**src/rtl/melody_pkg.sv**
```systemverilog
// Shared definitions for the melody player: note codes, pitch table,
// tone divisor helper, built-in score and sequencer state encoding.
package melody_pkg;

    localparam logic [3:0] NOTE_REST = 4'h0;
    localparam logic [3:0] NOTE_END  = 4'hF;

    localparam int unsigned SCORE_LEN = 32;

    // C4 D4 E4 F4 G4 A4 B4 in Hz; index 0 is C4
    localparam logic [6:0][9:0] NOTE_HZ = {10'd494, 10'd440, 10'd392, 10'd349,
                                           10'd330, 10'd293, 10'd261};

    typedef enum logic [1:0] {
        ST_IDLE,
        ST_FETCH,
        ST_PLAY,
        ST_DONE
    } state_t;

    // Pitch of a note code; codes 8-14 sound an octave above 1-7, others are silent
    function automatic int unsigned note_hz(input logic [3:0] code);
        int unsigned hz;
        logic [2:0]  idx;
        hz  = 0;
        idx = 3'(code - 4'd1);
        if (code >= 4'd1 && code <= 4'd7) begin
            hz = 32'(NOTE_HZ[idx]);
        end else if (code >= 4'd8 && code <= 4'd14) begin
            idx = 3'(code - 4'd8);
            hz  = 2 * 32'(NOTE_HZ[idx]);
        end
        return hz;
    endfunction

    // Rounded half-period in clock cycles; never returns 0 so the counter always wraps
    function automatic int unsigned half_div(input int unsigned clk_hz, input int unsigned hz);
        int unsigned d;
        d = 1;
        if (hz != 0) begin
            d = (clk_hz + hz) / (2 * hz);
        end
        if (d == 0) begin
            d = 1;
        end
        return d;
    endfunction

    // {code, dur}: C4..B4, C5 one beat each, one-beat rest (dur 0 counts as 1), end
    localparam logic [7:0] DEFAULT_SCORE [SCORE_LEN] = '{
        8'h11, 8'h21, 8'h31, 8'h41, 8'h51, 8'h61, 8'h71, 8'h81,
        8'h00, 8'hF0, 8'hF0, 8'hF0, 8'hF0, 8'hF0, 8'hF0, 8'hF0,
        8'hF0, 8'hF0, 8'hF0, 8'hF0, 8'hF0, 8'hF0, 8'hF0, 8'hF0,
        8'hF0, 8'hF0, 8'hF0, 8'hF0, 8'hF0, 8'hF0, 8'hF0, 8'hF0
    };

    // Score lookup; addresses past the built-in score read as the end marker
    function automatic logic [7:0] score_rom(input int unsigned a);
        logic [4:0] ai;
        logic [7:0] e;
        ai = a[4:0];
        e  = {NOTE_END, 4'h0};
        if (a < SCORE_LEN) begin
            e = DEFAULT_SCORE[ai];
        end
        return e;
    endfunction

endpackage

```
**src/rtl/melody_player_tone_gen.sv**
```systemverilog
// Square-wave tone generator: half-period counter plus phase flag,
// producing +/- volume*0x1000 as a 16-bit two's complement sample.
module tone_gen (
    input  logic        clk,
    input  logic        rst,
    input  logic [31:0] div,
    input  logic        restart,
    input  logic [2:0]  volume,
    input  logic        enable,
    output logic [15:0] sample
);

    logic [31:0] cnt;
    logic        phase;
    logic [15:0] amp;

    // Count half periods; flip the phase each time the divisor is reached
    always_ff @(posedge clk) begin
        if (rst) begin
            cnt   <= '0;
            phase <= 1'b0;
        end else if (restart) begin
            cnt   <= '0;
            phase <= 1'b0;
        end else if (enable) begin
            if (cnt >= div - 32'd1) begin
                cnt   <= '0;
                phase <= ~phase;
            end else begin
                cnt <= cnt + 32'd1;
            end
        end
    end

    // Map phase to a signed amplitude; silent when not enabled
    always_comb begin
        amp    = {1'b0, volume, 12'h000};
        sample = '0;
        if (enable) begin
            sample = phase ? (16'h0000 - amp) : amp;
        end
    end

endmodule

```
**src/rtl/melody_player.sv**
```systemverilog
// Score sequencer: fetches {code, dur} entries, holds each note for
// dur beats and feeds a registered audio word to the I2S serializer.
module melody_player #(
    parameter int unsigned CLK_HZ      = 100_000_000,
    parameter int unsigned BEAT_CYCLES = 25_000_000,
    parameter int unsigned SCORE_DEPTH = 32
) (
    input  logic        clk,
    input  logic        rst,
    input  logic        play,
    input  logic        loop,
    input  logic        mute,
    input  logic [2:0]  volume,
    output logic [15:0] left_audio,
    output logic [15:0] right_audio,
    output logic [3:0]  note_idx,
    output logic        busy,
    output logic        done
);
    import melody_pkg::*;

    localparam int unsigned AW = (SCORE_DEPTH > 1) ? $clog2(SCORE_DEPTH) : 1;

    state_t          state, state_n;
    logic [AW-1:0]   addr, addr_n;
    logic [3:0]      code, code_n;
    logic [31:0]     dur_cnt, dur_n;
    logic [15:0]     audio, audio_n;
    logic            done_n;
    logic            restart;
    logic            tone_en;
    logic [7:0]      entry;
    logic [3:0]      dur_eff;
    logic [31:0]     div;
    logic [15:0]     sample;
    logic [31:0]     div_tab [16];

    for (genvar g = 0; g < 16; g++) begin : g_div
        localparam int unsigned HALF = half_div(CLK_HZ, note_hz(4'(g)));
        assign div_tab[g] = HALF;
    end

    assign entry   = score_rom(32'(addr));
    assign div     = div_tab[code];
    assign tone_en = (state == ST_PLAY);

    tone_gen u_tone (
        .clk     (clk),
        .rst     (rst),
        .div     (div),
        .restart (restart),
        .volume  (volume),
        .enable  (tone_en),
        .sample  (sample)
    );

    // Sequencer and output registers
    always_ff @(posedge clk) begin
        if (rst) begin
            state   <= ST_IDLE;
            addr    <= '0;
            code    <= NOTE_REST;
            dur_cnt <= '0;
            audio   <= '0;
            done    <= 1'b0;
        end else begin
            state   <= state_n;
            addr    <= addr_n;
            code    <= code_n;
            dur_cnt <= dur_n;
            audio   <= audio_n;
            done    <= done_n;
        end
    end

    // Next-state, score stepping and next audio sample
    always_comb begin
        state_n = state;
        addr_n  = addr;
        code_n  = code;
        dur_n   = dur_cnt;
        restart = 1'b0;
        done_n  = 1'b0;
        dur_eff = (entry[3:0] == 4'd0) ? 4'd1 : entry[3:0];
        case (state)
            ST_IDLE: begin
                if (play) begin
                    state_n = ST_FETCH;
                    addr_n  = '0;
                end
            end
            ST_FETCH: begin
                if (!play) begin
                    state_n = ST_IDLE;
                    addr_n  = '0;
                end else if (entry[7:4] == NOTE_END) begin
                    if (loop) begin
                        addr_n = '0;
                    end else begin
                        state_n = ST_DONE;
                        done_n  = 1'b1;
                    end
                end else begin
                    state_n = ST_PLAY;
                    code_n  = entry[7:4];
                    dur_n   = 32'(dur_eff) * BEAT_CYCLES - 32'd1;
                    restart = 1'b1;
                end
            end
            ST_PLAY: begin
                if (!play) begin
                    state_n = ST_IDLE;
                    addr_n  = '0;
                end else if (dur_cnt == '0) begin
                    state_n = ST_FETCH;
                    addr_n  = addr + AW'(1);
                end else begin
                    dur_n = dur_cnt - 32'd1;
                end
            end
            ST_DONE: begin
                if (!play) begin
                    state_n = ST_IDLE;
                    addr_n  = '0;
                end
            end
            default: state_n = ST_IDLE;
        endcase
        // Stopping silences the output in the same cycle the FSM leaves PLAY
        audio_n = '0;
        if (state == ST_PLAY && play && !mute && code != NOTE_REST) begin
            audio_n = sample;
        end
    end

    // Status outputs decoded from the registered state
    always_comb begin
        left_audio  = audio;
        right_audio = audio;
        note_idx    = (state == ST_PLAY) ? code : 4'd0;
        busy        = (state == ST_FETCH) || (state == ST_PLAY);
    end

endmodule

```
**config.mk**
```make
export PLATFORM = sky130hd
export DESIGN_NAME = melody_player
export DESIGN_NICKNAME = d
export VERILOG_FILES = /design/src/rtl/melody_pkg.sv /design/src/rtl/melody_player_tone_gen.sv /design/src/rtl/melody_player.sv
export SDC_FILE = /design/constraint.sdc
export NUM_CORES = 1
export LEC_CHECK = 0
export BUFFER_PORTS_ARGS = -buffer_cell sky130_fd_sc_hd__buf_4
export CAP_MARGIN = 10
export CORE_ASPECT_RATIO = 1.1
export CORE_MARGIN = 2
export CORE_UTILIZATION = 60
export DETAILED_ROUTE_END_ITERATION = 8
export GPL_TIMING_DRIVEN = 0
export PLACE_DENSITY = 0.82
export SLEW_MARGIN = 10
export SYNTH_ARGS = -nofsm -noshare
export SYNTH_HDL_FRONTEND = slang
export SYNTH_SLANG_ARGS = --single-unit
```
**constraint.sdc**
```tcl
create_clock -name clk -period 12.8 [get_ports clk]
set_input_delay 1.92 -clock clk [delete_from_list [all_inputs] [get_ports clk]]
set_output_delay 1.92 -clock clk [all_outputs]
set_load 0.02 [all_outputs]
```
==> run summary <==
post-cts resize count = 0
layout net count = 835
Vert. Die Dim = 107 um
DRT Pass-1 Iters = 5
largest family of logic cells by synthesized area = simple AND/OR/NAND/NOR gates
Core ar. = 9350 um2
PortBufs = 20
top-level port count = 46
Internal = 0.000491 W
ant diodes = 0
slew at the pin with the worst max-slew slack = 0.850 ns
post-synthesis simple-gate area fraction = 27.4%
number of synthesized flops with an enable pin = 0
adder-cell share of the synthesized area = 11.3%
Area Growth Syn to Fin = 10.3%
post-synthesis xor/xnor area fraction = 9.87%
CTS tree = yes
Synth area leaders = dfxtp_1, ha_1, xnor2_1
leakage = 2.48 nW
Sequential Power Share = 35.9%
WP data required = 13.04 ns
CP Data Arrival Time = 6.59 ns
RD Place Congestion = 0.895
Post-Synthesis Cells = 721
clk root buf = clkbuf_8
Num CTS Buffers = 9
largest net degree at the start of global routing = 17
Seq/Total Area, Yosys = 28.1%
multiplexer share of the synthesized area = 2.26%
# DRC = 0
asr flop ratio synth = 0%
outcome = complete, no violations
Final Power = 0.000814 W
Clk network pwr share = 24.8%
PD cells = 128 nW/um2
final wirelength = 13,800 um
worst min-delay path category = flop to flop
fin. max-slew vios = 0
Tcrit/Tclk final = 49.6%
initial antenna violation count = 0
Synth Warn # = 0
DP HPWL = 10,300 um
vias in the first global route = 5,278
setup violators final = 0
min Tclk post-route = 6.35 ns
DR top layer = met4
DIE AREA = 10,400 um2
Hold Fails Final Rpt = 0
combinational power share = 39.3%
Final Skew = 0.0169 ns
CTS Hold Buffers Added = 0
first-pass GRT wire length = 23,800 um
Yosys cell types = 69
initial DRC count = 357
Tot GR Track Use = 27.2%
Post-Syn Area = 5770 um2
Reg clk slew, reported paths = 0.10 ns
RSZ-0062 raised after global routing = false
Congestion Overflow GR = 0
Worst-Skew Late Latency = 0.36 ns
H-tree depth = 3
metal3 WL = 611 um
Slew HR = 43.0%
Avg Inst Size Synth = 8.00 um2
wire per inst = 15.4 um
Net Sw Frac = 39.7%
switching power = 0.000323 W
TritonCTS Sinks = 81
via count = 5,308
Rows = 37
maximum vdd drop = 0.0857 mV
DR vias/cell = 5.92
Seq cells post-synth = 81
Max Fclk = 157 MHz
Post CTS Setup Buffer Count = 0
Max-Cap Viols = 0
area fraction in compound gates after synthesis = 13.3%
startpoint class of the critical path = flop
top_reg_cell synth = dfxtp_1
Post-DRT Antenna Nets = 0
crit end category = flop
Die Wd = 97.5 um
Synth top area share = 28.1%
M1 wire length = 5700 um
biggest area consumer among synthesized cells = dfxtp_1
share of cells above drive strength 1 = 11.5%
crit-path max FO = 10
Initial Util = 61.7%
met2 wire len = 7170 um
CTS max path bufs = 2
setup TNS = 0 ns
CP Class = flop to flop
## power by group through the flow
stage / registers (W) / logic, W / clock network [W]
5_1_grt: 0.000295 / 0.000355 / 0.000214
2_1_floorplan: 0.000292 / 0.000249 / 0
3_5_place_dp: 0.000297 / 0.000312 / 0
6_report: 0.000292 / 0.000320 / 0.000201
3_3_place_gp: 0.000295 / 0.000303 / 0
4_1_cts: 0.000292 / 0.000316 / 0.000203
## worst paths after layout
check / slack (ns) / cells after the start / start / end
min: 0.51 / 2 / dur_cnt[23] / dur_cnt[23]
max: 6.45 / 18 / code[1] / u_tone.cnt[28]
max reg2reg: 6.45 / 18 / code[1] / u_tone.cnt[28]
min reg2reg: 0.51 / 2 / dur_cnt[23] / dur_cnt[23]
## Yosys cell counts, types with 3 or more instances
master	count
and3_1	10
xor2_1	20
a211oi_1	10
buf_2	3
nor4_1	14
inv_1	26
a21oi_1	44
nor4_2	4
nand2b_1	8
o21a_1	3
o21ai_0	17
a211o_1	3
buf_4	28
nand2_1	50
o21ai_1	3
and2_1	3
dfxtp_1	81
clkbuf_1	29
a31oi_1	5
nand4_1	7
mux4_2	3
and4_1	3
ha_1	52
nor3_1	16
or4_1	13
or3_1	14
nor2b_1	7
xnor2_1	45
nand3_1	42
o211ai_1	6
o31ai_1	4
or2_2	9
o311ai_0	3
nor2_1	90
mux2i_1	4
nand3b_1	4
## critical path: stages (launching register included)
cell and delay (ns):
dfxtp_1 0.48, clkbuf_1 0.41, inv_1 0.24, ha_1 0.29, mux4_2 0.51, nor4bb_1 0.53, and3_1 0.24, clkbuf_1 0.25
nand2_1 0.13, xnor2_1 0.15, ha_1 0.32, nand2_1 0.09, nor4_1 0.43, or4b_1 0.47, a31oi_1 0.55, a211o_1 0.25
clkbuf_1 0.41, clkbuf_1 0.39, nor2_1 0.10
## layer usage
| layer | up-vias | global-route usage [%] |
|---|---|---|
| met3 | 31 | 4.50 |
| met1 | 2521 | 31.8 |
| met4 | 0 | 10.8 |
| li1 | 2608 | - |
| met5 | - | 0 |
| met2 | 148 | 49.6 |
## area by class of cell
type / count / area [um2]
Inverter: 27 / 101
Timing Repair Buffer: 20 / 150
Sequential cell: 81 / 1620
Fill cell: 817 / 2990
Clock buffer: 9 / 124
Multi-Input combinational cell: 574 / 3790
Clock inverter: 7 / 86.3
Buffer: 62 / 342
Tap cell: 117 / 146
## placed cells by master (no fill, tap or decap), types with 6 or more instances in the layout
master / netlist / layout
or2_2: 9 / 9
nand3_1: 42 / 42
a21oi_1: 44 / 44
nor3_1: 16 / 16
ha_1: 52 / 52
clkbuf_8: 0 / 9
nand2_1: 50 / 50
clkbuf_1: 29 / 29
nor2b_1: 7 / 7
nand4_1: 7 / 7
inv_1: 26 / 26
o211ai_1: 6 / 6
nand2b_1: 8 / 8
or4_1: 13 / 13
dfxtp_1: 81 / 81
xnor2_1: 45 / 45
and3_1: 10 / 10
buf_4: 28 / 48
o21ai_0: 17 / 17
a211oi_1: 10 / 10
nor2_1: 90 / 90
or3_1: 14 / 14
xor2_1: 20 / 20
nor4_1: 14 / 14
conb_1: 1 / 24
## stage by stage
stage	instances	hold WS, ns	cell area (um2)	utilization, %	setup slack, ns
finish	897	0.513	6360	68.0	6.45
global route	897	0.522	6360	68.0	5.99
CTS	897	0.502	6360	68.0	6.57
detailed placement	881	0.488	6150	65.8	6.62
global placement	881	0.464	6150	65.8	6.70
floorplan	744	0.455	5850	-	7.82
## registers in the layout (all words and copies together) (netlist names)
name / count
addr: 5
code: 4
done: 1
dur_cnt: 32
left_audio: 4
state: 2
u_tone.cnt: 32
u_tone.phase: 1
## cell families (layout without fill, tap and decap cells)
family	after synthesis	after routing
other	1	24
xor gates and xnor gates	65	65
buffers and inverters	89	125
DFF	81	81
adders and majority gates	52	52
muxes	9	9
and+or+nand+nor	306	306
AOI/OAI and AO/OA	118	118
Power figures use the tool's default switching activity.
